===== config.mk =====
export PLATFORM = sky130hd
export DESIGN_NAME = seg7_scan_display_flat
export DESIGN_NICKNAME = d
export VERILOG_FILES = /design/src/rtl/seg7_scan_display_pkg.sv /design/src/rtl/seg7_scan_display_if.sv /design/src/rtl/seg7_scan_display_hex_to_seg7.sv /design/src/rtl/seg7_scan_display.sv /design/src/flat_wrapper.sv
export SDC_FILE = /design/constraint.sdc
export NUM_CORES = 1
export LEC_CHECK = 0
export BUFFER_PORTS_ARGS = -buffer_cell sky130_fd_sc_hd__buf_2
export CORE_MARGIN = 2
export CORE_UTILIZATION = 60
export CTS_CLUSTER_SIZE = 14
export DETAILED_ROUTE_END_ITERATION = 8
export GPL_TIMING_DRIVEN = 0
export PLACE_DENSITY = 0.92
export SKIP_CTS_REPAIR_TIMING = 1
export SLEW_MARGIN = 20
export SYNTH_ARGS = -nofsm -noshare
export SYNTH_HDL_FRONTEND = slang
export SYNTH_SLANG_ARGS = --single-unit

===== constraint.sdc =====
create_clock -name Clk -period 8.35 [get_ports Clk]
set_input_delay 0.835 -clock Clk [delete_from_list [all_inputs] [get_ports Clk]]
set_output_delay 0.835 -clock Clk [all_outputs]
set_load 0.05 [all_outputs]

===== src/rtl/seg7_scan_display_pkg.sv =====
// Shared constants, types and segment table for the 8-digit scanned seven-segment driver.
package seg7_scan_display_pkg;

    localparam int unsigned DATA_W     = 16;
    localparam int unsigned NIB_W      = 4;
    localparam int unsigned SEG_W      = 7;
    localparam int unsigned NUM_DIGITS = 8;
    localparam int unsigned IDX_W      = 3;

    localparam logic [SEG_W-1:0]      SEG_BLANK = 7'h7F;
    localparam logic [NUM_DIGITS-1:0] EN_NONE   = 8'hFF;

    // Active-low a..g patterns (bit 6 = a, bit 0 = g), entry n is hex digit n.
    localparam logic [15:0][SEG_W-1:0] HEX_SEG = {
        7'h38, 7'h30, 7'h42, 7'h31, 7'h60, 7'h08, 7'h04, 7'h00,
        7'h0F, 7'h20, 7'h24, 7'h4C, 7'h06, 7'h12, 7'h4F, 7'h01
    };

    typedef logic [IDX_W-1:0] digit_idx_t;

    // Left group (digits 7..4) in a, right group (digits 3..0) in b.
    typedef struct packed {
        logic [DATA_W-1:0] a;
        logic [DATA_W-1:0] b;
    } num_pair_t;

endpackage


===== src/rtl/seg7_scan_display_if.sv =====
// Value/strobe inputs and scanned display outputs of the seven-segment driver.
interface seg7_scan_display_if;
    import seg7_scan_display_pkg::*;

    logic [DATA_W-1:0]     NumberA;
    logic [DATA_W-1:0]     NumberB;
    logic                  Update;
    logic [SEG_W-1:0]      out7;
    logic [NUM_DIGITS-1:0] en_out;
    logic                  FrameDone;

    modport master (
        output NumberA, NumberB, Update,
        input  out7, en_out, FrameDone
    );

    modport slave (
        input  NumberA, NumberB, Update,
        output out7, en_out, FrameDone
    );

endinterface


===== src/rtl/seg7_scan_display_hex_to_seg7.sv =====
// Combinational hex nibble to active-low seven-segment pattern.
module hex_to_seg7
    import seg7_scan_display_pkg::*;
(
    input  logic [NIB_W-1:0] nibble,
    output logic [SEG_W-1:0] segs_c
);

    // Table lookup from the shared segment map.
    assign segs_c = HEX_SEG[nibble];

endmodule


===== src/rtl/seg7_scan_display.sv =====
// Time-multiplexed 8-digit hex display: two 16-bit groups, frame-aligned updates,
// optional per-group leading-zero blanking.
module seg7_scan_display
    import seg7_scan_display_pkg::*;
#(
    parameter int unsigned REFRESH_DIV = 12500,
    parameter bit          BLANK_LZ    = 1'b1
)(
    input  logic                Clk,
    input  logic                Rst,
    seg7_scan_display_if.slave  bus
);

    localparam int unsigned       PRESC_W    = $clog2(REFRESH_DIV);
    localparam logic [PRESC_W-1:0] PRESC_LAST = PRESC_W'(REFRESH_DIV - 1);

    logic [PRESC_W-1:0]    presc_q;
    digit_idx_t            idx_q;
    digit_idx_t            idx_next_c;
    num_pair_t             staging_q;
    num_pair_t             display_q;
    num_pair_t             display_next_c;
    num_pair_t             inputs_c;
    logic                  pending_q;
    logic                  tick_c;
    logic                  boundary_c;

    logic [DATA_W-1:0]     group_c;
    logic [1:0]            pos_c;
    logic [NIB_W-1:0]      nibble_c;
    logic                  lead_zero_c;
    logic                  blank_c;
    logic [SEG_W-1:0]      seg_c;

    logic [SEG_W-1:0]      out7_q;
    logic [NUM_DIGITS-1:0] en_q;
    logic                  frame_done_q;

    // Slot timing and the display contents that the next digit drive will see.
    always_comb begin
        inputs_c       = {bus.NumberA, bus.NumberB};
        tick_c         = (presc_q == PRESC_LAST);
        boundary_c     = tick_c && (idx_q == digit_idx_t'(NUM_DIGITS - 1));
        idx_next_c     = idx_q + digit_idx_t'(1);
        display_next_c = display_q;
        if (boundary_c && bus.Update) begin
            display_next_c = inputs_c;
        end else if (boundary_c && pending_q) begin
            display_next_c = staging_q;
        end
    end

    // Pick the nibble for the upcoming digit and decide whether it is a leading zero.
    always_comb begin
        group_c     = idx_next_c[2] ? display_next_c.a : display_next_c.b;
        pos_c       = idx_next_c[1:0];
        nibble_c    = group_c[{pos_c, 2'b00} +: NIB_W];
        lead_zero_c = ((group_c >> {pos_c, 2'b00}) == '0);
        blank_c     = BLANK_LZ && (pos_c != 2'd0) && lead_zero_c;
    end

    hex_to_seg7 u_hex_to_seg7 (
        .nibble (nibble_c),
        .segs_c (seg_c)
    );

    // Prescaler and digit index; a slot ends when the prescaler reaches its last count.
    always_ff @(posedge Clk or negedge Rst) begin
        if (!Rst) begin
            presc_q <= '0;
            idx_q   <= '0;
        end else if (tick_c) begin
            presc_q <= '0;
            idx_q   <= idx_next_c;
        end else begin
            presc_q <= presc_q + PRESC_W'(1);
        end
    end

    // Staging capture, pending flag and frame-aligned display load.
    always_ff @(posedge Clk or negedge Rst) begin
        if (!Rst) begin
            staging_q <= '0;
            display_q <= '0;
            pending_q <= 1'b0;
        end else begin
            if (bus.Update) begin
                staging_q <= inputs_c;
            end
            if (boundary_c && (bus.Update || pending_q)) begin
                pending_q <= 1'b0;
            end else if (bus.Update) begin
                pending_q <= 1'b1;
            end
            display_q <= display_next_c;
        end
    end

    // Registered digit drive, refreshed on each slot tick; FrameDone is a one-cycle pulse.
    always_ff @(posedge Clk or negedge Rst) begin
        if (!Rst) begin
            out7_q       <= SEG_BLANK;
            en_q         <= EN_NONE;
            frame_done_q <= 1'b0;
        end else begin
            frame_done_q <= boundary_c;
            if (tick_c) begin
                out7_q <= blank_c ? SEG_BLANK : seg_c;
                en_q   <= blank_c ? EN_NONE : ~(NUM_DIGITS'(1) << idx_next_c);
            end
        end
    end

    assign bus.out7      = out7_q;
    assign bus.en_out    = en_q;
    assign bus.FrameDone = frame_done_q;

endmodule

===== src/flat_wrapper.sv =====
// flat-port wrapper written by rule: the top's interface ports become plain ports
module seg7_scan_display_flat import seg7_scan_display_pkg::*;
#(
    parameter int unsigned REFRESH_DIV = 12500,
    parameter bit          BLANK_LZ    = 1'b1
)
  (Clk, Rst, bus_NumberA, bus_NumberB, bus_Update, bus_out7, bus_en_out, bus_FrameDone);
  seg7_scan_display_if bus_i ();
  input  logic Clk;
  input  logic Rst;
  input wire logic [$bits(bus_i.NumberA)-1:0] bus_NumberA;
  input wire logic [$bits(bus_i.NumberB)-1:0] bus_NumberB;
  input wire logic [$bits(bus_i.Update)-1:0] bus_Update;
  output wire logic [$bits(bus_i.out7)-1:0] bus_out7;
  output wire logic [$bits(bus_i.en_out)-1:0] bus_en_out;
  output wire logic [$bits(bus_i.FrameDone)-1:0] bus_FrameDone;
  assign bus_i.NumberA = bus_NumberA;
  assign bus_i.NumberB = bus_NumberB;
  assign bus_i.Update = bus_Update;
  assign bus_out7 = bus_i.out7;
  assign bus_en_out = bus_i.en_out;
  assign bus_FrameDone = bus_i.FrameDone;
  seg7_scan_display #(.REFRESH_DIV(REFRESH_DIV), .BLANK_LZ(BLANK_LZ)) u_core (.Clk(Clk), .Rst(Rst), .bus(bus_i));
endmodule

---- Word level (Yosys, flattened, before mapping) ----
Memories as Yosys holds them, arrays and structs flattened.
Index checks and enable logic that the tools add are counted.
operators by class
  $add $sub $neg .......................... 2
  $lt $le $gt $ge ......................... 1
  equality and inequality tests ........... 2
  shifts and indexed selects .............. 3
  multiplexer cells ....................... 9
  bitwise gates (word level) .............. 1
  reductions and logical operators ........ 9
operators with widths
  cell                                                        number
  2-to-1 mux 32 bit                                           2
  logical NOT 16 bit                                          1
  2-to-1 mux 16 bit                                           1
  variable part select 16 x 5 -> 4 bit                        1
  right shift 16 x 4 -> 16 bit                                1
  adder 14 x 1 -> 14 bit, second input constant               1
  == test 14 bit, second input constant                       1
  2-to-1 mux 14 bit                                           1
  2-to-1 mux 7 bit                                            2
  2-to-1 mux 8 bit                                            1
  inverter 8 bit                                              1
  left shift 1 x 3 -> 8 bit, first input constant             1
  logical AND 1 bit                                           5
  less-than comparator 4 x 5 -> 1 bit, second input constant  1
  nonzero test 2 bit                                          2
  adder 3 x 1 -> 3 bit, second input constant                 1
  == test 3 bit, second input constant                        1
  2-to-1 mux 1 bit                                            2
  logical OR 1 bit                                            1
word-level totals
  register bits ........................... 98
  ROM bits ................................ 112
  input bits .............................. 35
  output and inout port bits .............. 16
  memories ................................ 1
memory list
  memory           depth  width  rd ports  clocked after memory_dff  wr ports  line                                 source
  (no name shown)  16     7      1         0                         0         seg7_scan_display_hex_to_seg7.sv:10  assign segs_c = HEX_SEG[nibble];

---- Depth between registers and ports, before layout ----
Gate-level depths: netlist of the first run.
  word-level depth ........................ 10
  mapped depth ............................ 17
  gate-level depth less buffers ........... 15

---- Modules after synthesis ----
Synthesis of the first run repeated with hierarchy kept, for this count alone.
unflattened totals
  cells, all modules ...................... 478
  area, all modules ....................... 5114.9 um^2
modules (own cells, without submodules)
  module             instances  cells an instance  area an instance (um^2)  seq. area each (um^2)
  seg7_scan_display  1          446                4840.9                   2471.1
  hex_to_seg7        1          32                 274.0                    0.0

---- Least setup slack after synthesis of the first run ----
No wires, ideal clock.
  kind .................................... input-to-reg
  start point ............................. input port bus_Update
  end point ............................... register u_core.en_q[1], in the netlist u_core.bus.en_out[1]
  setup time .............................. 83 ps
  data arrival time ....................... 3599 ps
  data required time ...................... 8267 ps
  setup slack ............................. 4668 ps
  cell stages on the path ................. 13
  path buffers ............................ 2
  cell sequence ........................... buf_2 > nor4bb_1 > nand4_1 > clkbuf_1 > o22ai_1 > nor2_1 > mux4_2 > mux2i_4 > ha_1 > nand4b_1 > nor3_1 > nand2_2 > a41oi_1
RTL lines
  element                 line                      source
  start: declaration      flat_wrapper.sv:13        input wire logic [$bits(bus_i.Update)-1:0] bus_Update;
  end signal: assignment  seg7_scan_display.sv:109  en_q <= blank_c ? EN_NONE : ~(NUM_DIGITS'(1) << idx_next_c);
  end: declaration        seg7_scan_display.sv:36   logic [NUM_DIGITS-1:0] en_q;

==> impl_metrics.csv, run 1 <==
group,metric,value,unit
run_status,status,"complete, no violations",
routing,drc,0,
place,portBuffers,50,
cts,htreeDepth,3,
global_route,use_met2,44.9,%
logic_synthesis,synth-main-ff-cell,"dfrtp_1",
cts,clkTransAtPathRegs,0.10,ns
routing,drtIter0Drc,409,
global_route,grt_usage,28.1,%
critical_path,critPathMaxStageDelay,0.49,ns
logic_synthesis,seq_area_frac_synth,48.0,%
critical_path,cp_max_fo,10,
cells_and_area,syn_to_final_growth,12.3,%
global_route,grt_pass1_vias,4242,
routing,drt-total-wl,12900,microns
global_route,antenna_found_initial,0,
place,place_congestion,0.955,
place,dpl_cell_area,5560,sq um
floorplan,fp.coreArea,8260,sq um
timing,grt_setup_unrepaired,"false",
routing,avgViaCountPerCell,6.57,
cells_and_area,drive_gt1_share,26.7,%
critical_path,r2r-start,"u_core.idx_q[0]",
cts,cts_buffers,9,
routing,dr_total_vias,4283,
power,power.total,0.908,mW
timing,final.setup.tns,0,ns
floorplan,die_h,96.6,microns
logic_synthesis,avgSynthCellArea,10.7,sq um
critical_path,crit_type,"reg2reg",
power,power_density,157,nW/um^2
critical_path,critPathArrivalTime,4.76,ns
cells_and_area,stdcell_count,652,
routing,firstDrtPassIters,5,
logic_synthesis,synth.distinct_cells,65,
timing,setup_viol,0,
min_path,hold_path_class,"in2async",
global_route,grt_pass1_wl,21400,microns
critical_path,cp_top_family,"simple AND/OR/NAND/NOR gates",
timing,layout_min_cycle_time,4.47,ns
timing,min_period_over_period,53.6,%
job,drv_cap,0,
logic_synthesis,synth-async-reset-ratio,100,%
critical_path,critical_path.startpoint_type,"flop",
logic_synthesis,synth.area.top_cells,"dfrtp_1 (40%), dfstp_2 (7.7%), mux2_2 (6.8%)",
timing,relSlewSlack,51.1,%
logic_synthesis,synth_seq_cells,98,
cells_and_area,num_antenna_cells,0,
place,dp_hpwl,9320,microns
timing,fin_worst_skew,0.0198,ns
floorplan,start_util,62.3,%
floorplan,row_count,33,
logic_synthesis,ys_warn_count,0,
critical_path,critPathSlowestCell,"mux4_2",
logic_synthesis,synth_cells,480,
floorplan,die_w,96.6,microns
critical_path,crit_path_end_kind,"flop",
critical_path,critPathRequiredTime,8.63,ns
critical_path,rr_endpoint,"u_core.bus.en_out[3]",
logic_synthesis,syn-cell-area,5150,sq um
timing,finalHoldViolCount,0,
logic_synthesis,synth_top_area_share,40.4,%
cts,insertion_delay,0.38,ns
critical_path,crit_buf_inv,2,
critical_path,cpMostUsedCell,"ha_1",
critical_path,critical_path.cell_chain,"ha_1 > ha_1 > nor3b_1 > nand4_1 > buf_2 > buf_1 > a21oi_1 > a21o_1 > mux4_2 > mux2i_4 > ha_1 > nand4b_1 > nor3_1 > nand2_2 > a41oi_1",
cells_and_area,fin_nets,590,
routing,final_antenna_net_count,0,
cts,tritoncts,"yes",
global_route,grtUsageMet3,4.99,%
timing,drv_slew,0,
logic_synthesis,syn_nets,528,
place,place_inst,636,
floorplan,dieArea,9340,sq um
global_route,use_met1,39.5,%
floorplan,io-pin-count,51,
timing,tightest_slew,0.733,ns
logic_synthesis,yosys.area.top_type,"dfrtp_1",
critical_path,rrSetupSlack,3.88,ns
power,power_leakage,2.52,nW
timing,whs,0.346,ns
cts,clockBufferDepth,2,
cts,cts-root-buf,"clkbuf_8",
global_route,grt_max_degree,63,
routing,wire_per_inst,19.8,microns
global_route,top_usage_layer,"met2",
global_route,gr-total-overflow,0,
power,ir_drop,92.6,uV
cells_and_area,fin_area,5780,sq um
timing,fmax,0.224,GHz
critical_path,reg2reg_depth,15,
cts,cts_sinks,98,
critical_path,crit_cells,15,
logic_synthesis,synth-edff-count,0,
[synthesized netlist by cell type, types with 2 or more instances]
| library cell | count |
|---|---|
| nor3_1 | 15 |
| buf_1 | 5 |
| o32ai_1 | 7 |
| and3_1 | 6 |
| nand2b_1 | 3 |
| nor2_1 | 48 |
| o221ai_1 | 3 |
| inv_2 | 2 |
| dfrtp_1 | 83 |
| buf_2 | 6 |
| o21ai_0 | 18 |
| buf_4 | 4 |
| a31oi_1 | 4 |
| inv_1 | 10 |
| nand2_1 | 38 |
| a41oi_1 | 7 |
| o211ai_1 | 4 |
| mux2i_1 | 5 |
| mux2_2 | 31 |
| ha_1 | 13 |
| a31o_2 | 3 |
| a21oi_1 | 9 |
| a22oi_1 | 8 |
| nor4_1 | 2 |
| nor4bb_1 | 2 |
| mux4_2 | 5 |
| o2bb2ai_1 | 6 |
| a211oi_1 | 2 |
| nor2b_1 | 4 |
| nand4_1 | 6 |
| a22o_1 | 15 |
| a2111o_1 | 2 |
| xor2_1 | 6 |
| nand3_1 | 13 |
| and4_1 | 2 |
| xnor2_1 | 6 |
| a21o_1 | 2 |
| o22ai_1 | 12 |
| clkbuf_1 | 16 |
| o31ai_1 | 3 |
| dfstp_2 | 15 |
| a32oi_1 | 4 |
| o221a_2 | 2 |
| o21a_1 | 2 |
[state kept, by name (all words and copies together) (netlist names)]
register	count
u_core.display_q	32
u_core.pending_q	1
u_core.bus.en_out	8
u_core.presc_q	14
u_core.staging_q	32
u_core.bus.out7	7
u_core.idx_q	3
u_core.bus.FrameDone	1
[layout make-up]
type                    instances  area [sq um]
fillers                       618          2480
multi-input cells             338          2480
inverters                      12          45.0
clock inverters                 7          92.6
well taps                     105           131
flip-flops and latches         98          2470
clock buffers                   9           124
plain buffers                  32           150
repair buffers                 51           284
[kinds of logic after synthesis]
logic type                 after synthesis  synth area share (%)
and+or+nand+nor                        149                  14.2
AOI/OAI and AO/OA                      122                  18.4
DFF                                     98                  48.0
buffers and inverters                   44                  3.79
muxes                                   42                  10.4
adders and majority gates               13                  3.16
xor gates and xnor gates                12                  2.04
[through the flow]
stage               setup WS [ns]  utilization, %
floorplan                    4.67               -
global placement             3.90            67.0
detailed placement           3.77            67.4
CTS                          3.91            70.0
global route                 3.56            70.0
finish                       3.88            70.0
[placed cells by master, fill, tap and decap left out, drive strengths merged, types with 6 or more instances in the layout]
cell     count
a22o        15
o22ai       13
buf         67
mux2i        6
o2bb2ai      6
dfrtp       83
nor2        48
nor3        15
nand4        6
nand3       13
nand2       39
clkbuf      25
a21oi        9
dfstp       15
o32ai        9
ha          13
a41oi        7
a22oi        8
xor2         6
o21ai       18
mux2        31
xnor2        6
inv         16
and3         6
[report_power, final]
| group | internal [mW] | switching [mW] | total, mW |
|---|---|---|---|
| logic | 0.0324 | 0.0381 | 0.0705 |
| clock network | 0.147 | 0.187 | 0.334 |
| registers | 0.492 | 0.0108 | 0.503 |
[routing by layer]
layer,vias up,wire length (microns)
li1,1925,-
met1,2139,5620
met2,187,6190
met3,32,820
met4,0,251
met5,-,0
[worst max path at each step]
stage	start	to	slack (ns)
after detailed placement	bus_Update	u_core.bus.en_out[3]	3.77
after CTS	u_core.idx_q[0]	u_core.bus.en_out[3]	3.91
final	u_core.idx_q[0]	u_core.bus.en_out[3]	3.88
after global routing	u_core.idx_q[0]	u_core.bus.en_out[6]	3.56
after global placement	bus_Update	u_core.bus.en_out[1]	3.90
after floorplan	bus_Update	u_core.bus.en_out[1]	4.67
[worst reg2reg max path: cells and delay by family (launching register included)]
family / cells / cell delay (ns)
AO/OA/AOI/OAI: 3 / 0.60
adder cells (fa/ha/maj): 3 / 0.78
buffers and inverters: 2 / 0.68
flip-flops: 1 / 0.48
multiplexers: 2 / 0.78
AND/OR/NAND/NOR: 5 / 1.08
Power figures use the tool's default switching activity.
==> run 2, diff against run 1 <==
- CORE_UTILIZATION: 60 -> 54
- PLACE_DENSITY: 0.92 -> 0.88
- clock period: 8.35 -> 3.65 ns (I/O delays scaled with it)
==> impl_metrics.csv, run 2 (synthesized netlist as in run 1, its figures left out) <==
group,metric,value,unit
run_status,status,"finished, violations left",
run_status,violations,"setup timing",
routing,avgViaCountPerCell,6.43,
cells_and_area,syn_to_final_growth,20.1,%
job,drv_cap,0,
critical_path,critPathMaxStageDelay,0.50,ns
power,power.total,2.00,mW
floorplan,row_count,35,
timing,final.setup.worst_slack,-0.116,ns
critical_path,critPathSlowestCell,"mux4_2",
place,portBuffers,50,
timing,relSlewSlack,51.7,%
routing,drtIter0Drc,552,
global_route,grt_pass1_vias,4189,
floorplan,die_h,102,microns
timing,layout_min_cycle_time,3.77,ns
critical_path,critical_path.cell_chain,"ha_4 > ha_4 > nor3b_2 > nand4_1 > buf_6 > buf_12 > o32ai_4 > nor2_2 > mux4_2 > o22ai_4 > ha_4 > nand4b_1 > nor3_4 > buf_6 > nand2_4 > a41oi_2",
cts,clockBufferDepth,2,
routing,drt-total-wl,13800,microns
min_path,hold_path_class,"in2reg",
critical_path,critPathRequiredTime,3.95,ns
routing,firstDrtPassIters,5,
routing,wire_per_inst,19.9,microns
place,place_congestion,0.914,
floorplan,start_util,55.7,%
place,dp_hpwl,9100,microns
global_route,grt_pass1_wl,20800,microns
cells_and_area,nFillCells,643,
floorplan,fp.coreArea,9240,sq um
cells_and_area,drive_gt1_share,34.0,%
global_route,gr-total-overflow,0,
cts,clkTransAtPathRegs,0.10,ns
global_route,grt_usage,25.9,%
critical_path,critical_path.startpoint_type,"flop",
cells_and_area,stdcell_count,697,
global_route,grt_max_degree,71,
cells_and_area,fin_nets,611,
timing,finalHoldViolCount,0,
timing,setup_viol,13,
floorplan,dieArea,10300,sq um
critical_path,crit_path_end_kind,"flop",
critical_path,crit_cells,16,
cts,cts_buffers,9,
cells_and_area,reg.largest.list,"u_core.display_q x32, u_core.staging_q x32, u_core.presc_q x14",
routing,dr_total_vias,4482,
critical_path,cpMostUsedCell,"ha_4",
routing,final_antenna_net_count,0,
critical_path,crit_type,"reg2reg",
timing,fin_worst_skew,0.00942,ns
floorplan,io-pin-count,51,
global_route,antenna_found_initial,0,
min_path,holdPathStages,2,
routing,drc,0,
critical_path,cp_max_fo,7,
timing,min_period_over_period,103,%
timing,whs,0.232,ns
cts,htreeDepth,3,
power,power_leakage,2.65,nW
cts,cts-root-buf,"clkbuf_8",
timing,grt_setup_unrepaired,"true",
critical_path,reg2reg_depth,16,
timing,drv_slew,0,
cells_and_area,final_cell_mix,"dfrtp_1 (81), buf_2 (54), nor2_1 (47)",
critical_path,crit_buf_inv,3,
cells_and_area,num_antenna_cells,0,
power,power_density,323,nW/um^2
timing,fmax,0.266,GHz
cts,cts_sinks,98,
cells_and_area,layout_commonest_cell,"dfrtp_1",
timing,tightest_slew,0.724,ns
critical_path,cp_top_family,"simple AND/OR/NAND/NOR gates",
cts,tritoncts,"yes",
power,ir_drop,291,uV
critical_path,critPathArrivalTime,4.07,ns
cts,insertion_delay,0.38,ns
floorplan,die_w,102,microns
place,place_inst,660,
## run 2: cell count changes in the layout (fill, tap and decap cells not counted), moves of 4 or more
cell	before	now
buf_6	2	6
ha_4	0	4
a41oi_1	7	1
ha_1	13	9
buf_4	4	18
a41oi_2	0	6
## run 2: worst paths after layout
path                                             end  slack, ns                  from
worst max-delay path            u_core.bus.en_out[1]      -0.12       u_core.idx_q[1]
worst min-delay path             u_core.staging_q[9]       0.23        bus_NumberB[9]
worst max register to register  u_core.bus.en_out[1]      -0.12       u_core.idx_q[1]
worst min register to register  u_core.bus.en_out[4]       0.50  u_core.bus.en_out[4]
max in group asynchronous       u_core.bus.en_out[4]       2.57                   Rst
min in group asynchronous       u_core.staging_q[28]       0.42                   Rst
## run 2: area by class of cell
cell class,count,area [sq um],share of cell area (%)
clock inverter,7,58.8,0.952
buffer,32,191,3.10
multi-input combinational,339,2680,43.3
sequential,98,2470,40.0
timing repair buffer,71,448,7.25
inverter,12,45.0,0.729
clock buffer,9,124,2.00
tap,129,161,2.61
## run 2: power by group
part / switching, mW / internal (mW) / leakage (nW)
sequential: 0.0244 / 1.13 / 1.19
combinational: 0.0904 / 0.0776 / 1.37
clock: 0.418 / 0.260 / 0.0925
total: 0.533 / 1.46 / 2.65
## run 2: through the flow
stage	setup slack (ns)	instance area (sq um)	utilization (%)	setup TNS (ns)
global placement	-0.659	5560	60.2	-7.78
CTS	-0.775	5780	62.5	-9.05
detailed placement	-0.724	5590	60.5	-8.55
finish	-0.116	6180	66.9	-0.993
global route	-0.246	6180	66.9	-2.61
floorplan	0.0700	5150	-	0
## run 2: per-layer routing
layer  part of all wire, %  track usage [%]  up-vias
met2                    48             40.8      259
li1                      -                -     1974
met1                    41             35.2     2190
met3                   7.5             4.97       59
met5                     0                0        -
met4                   3.9             11.0        0
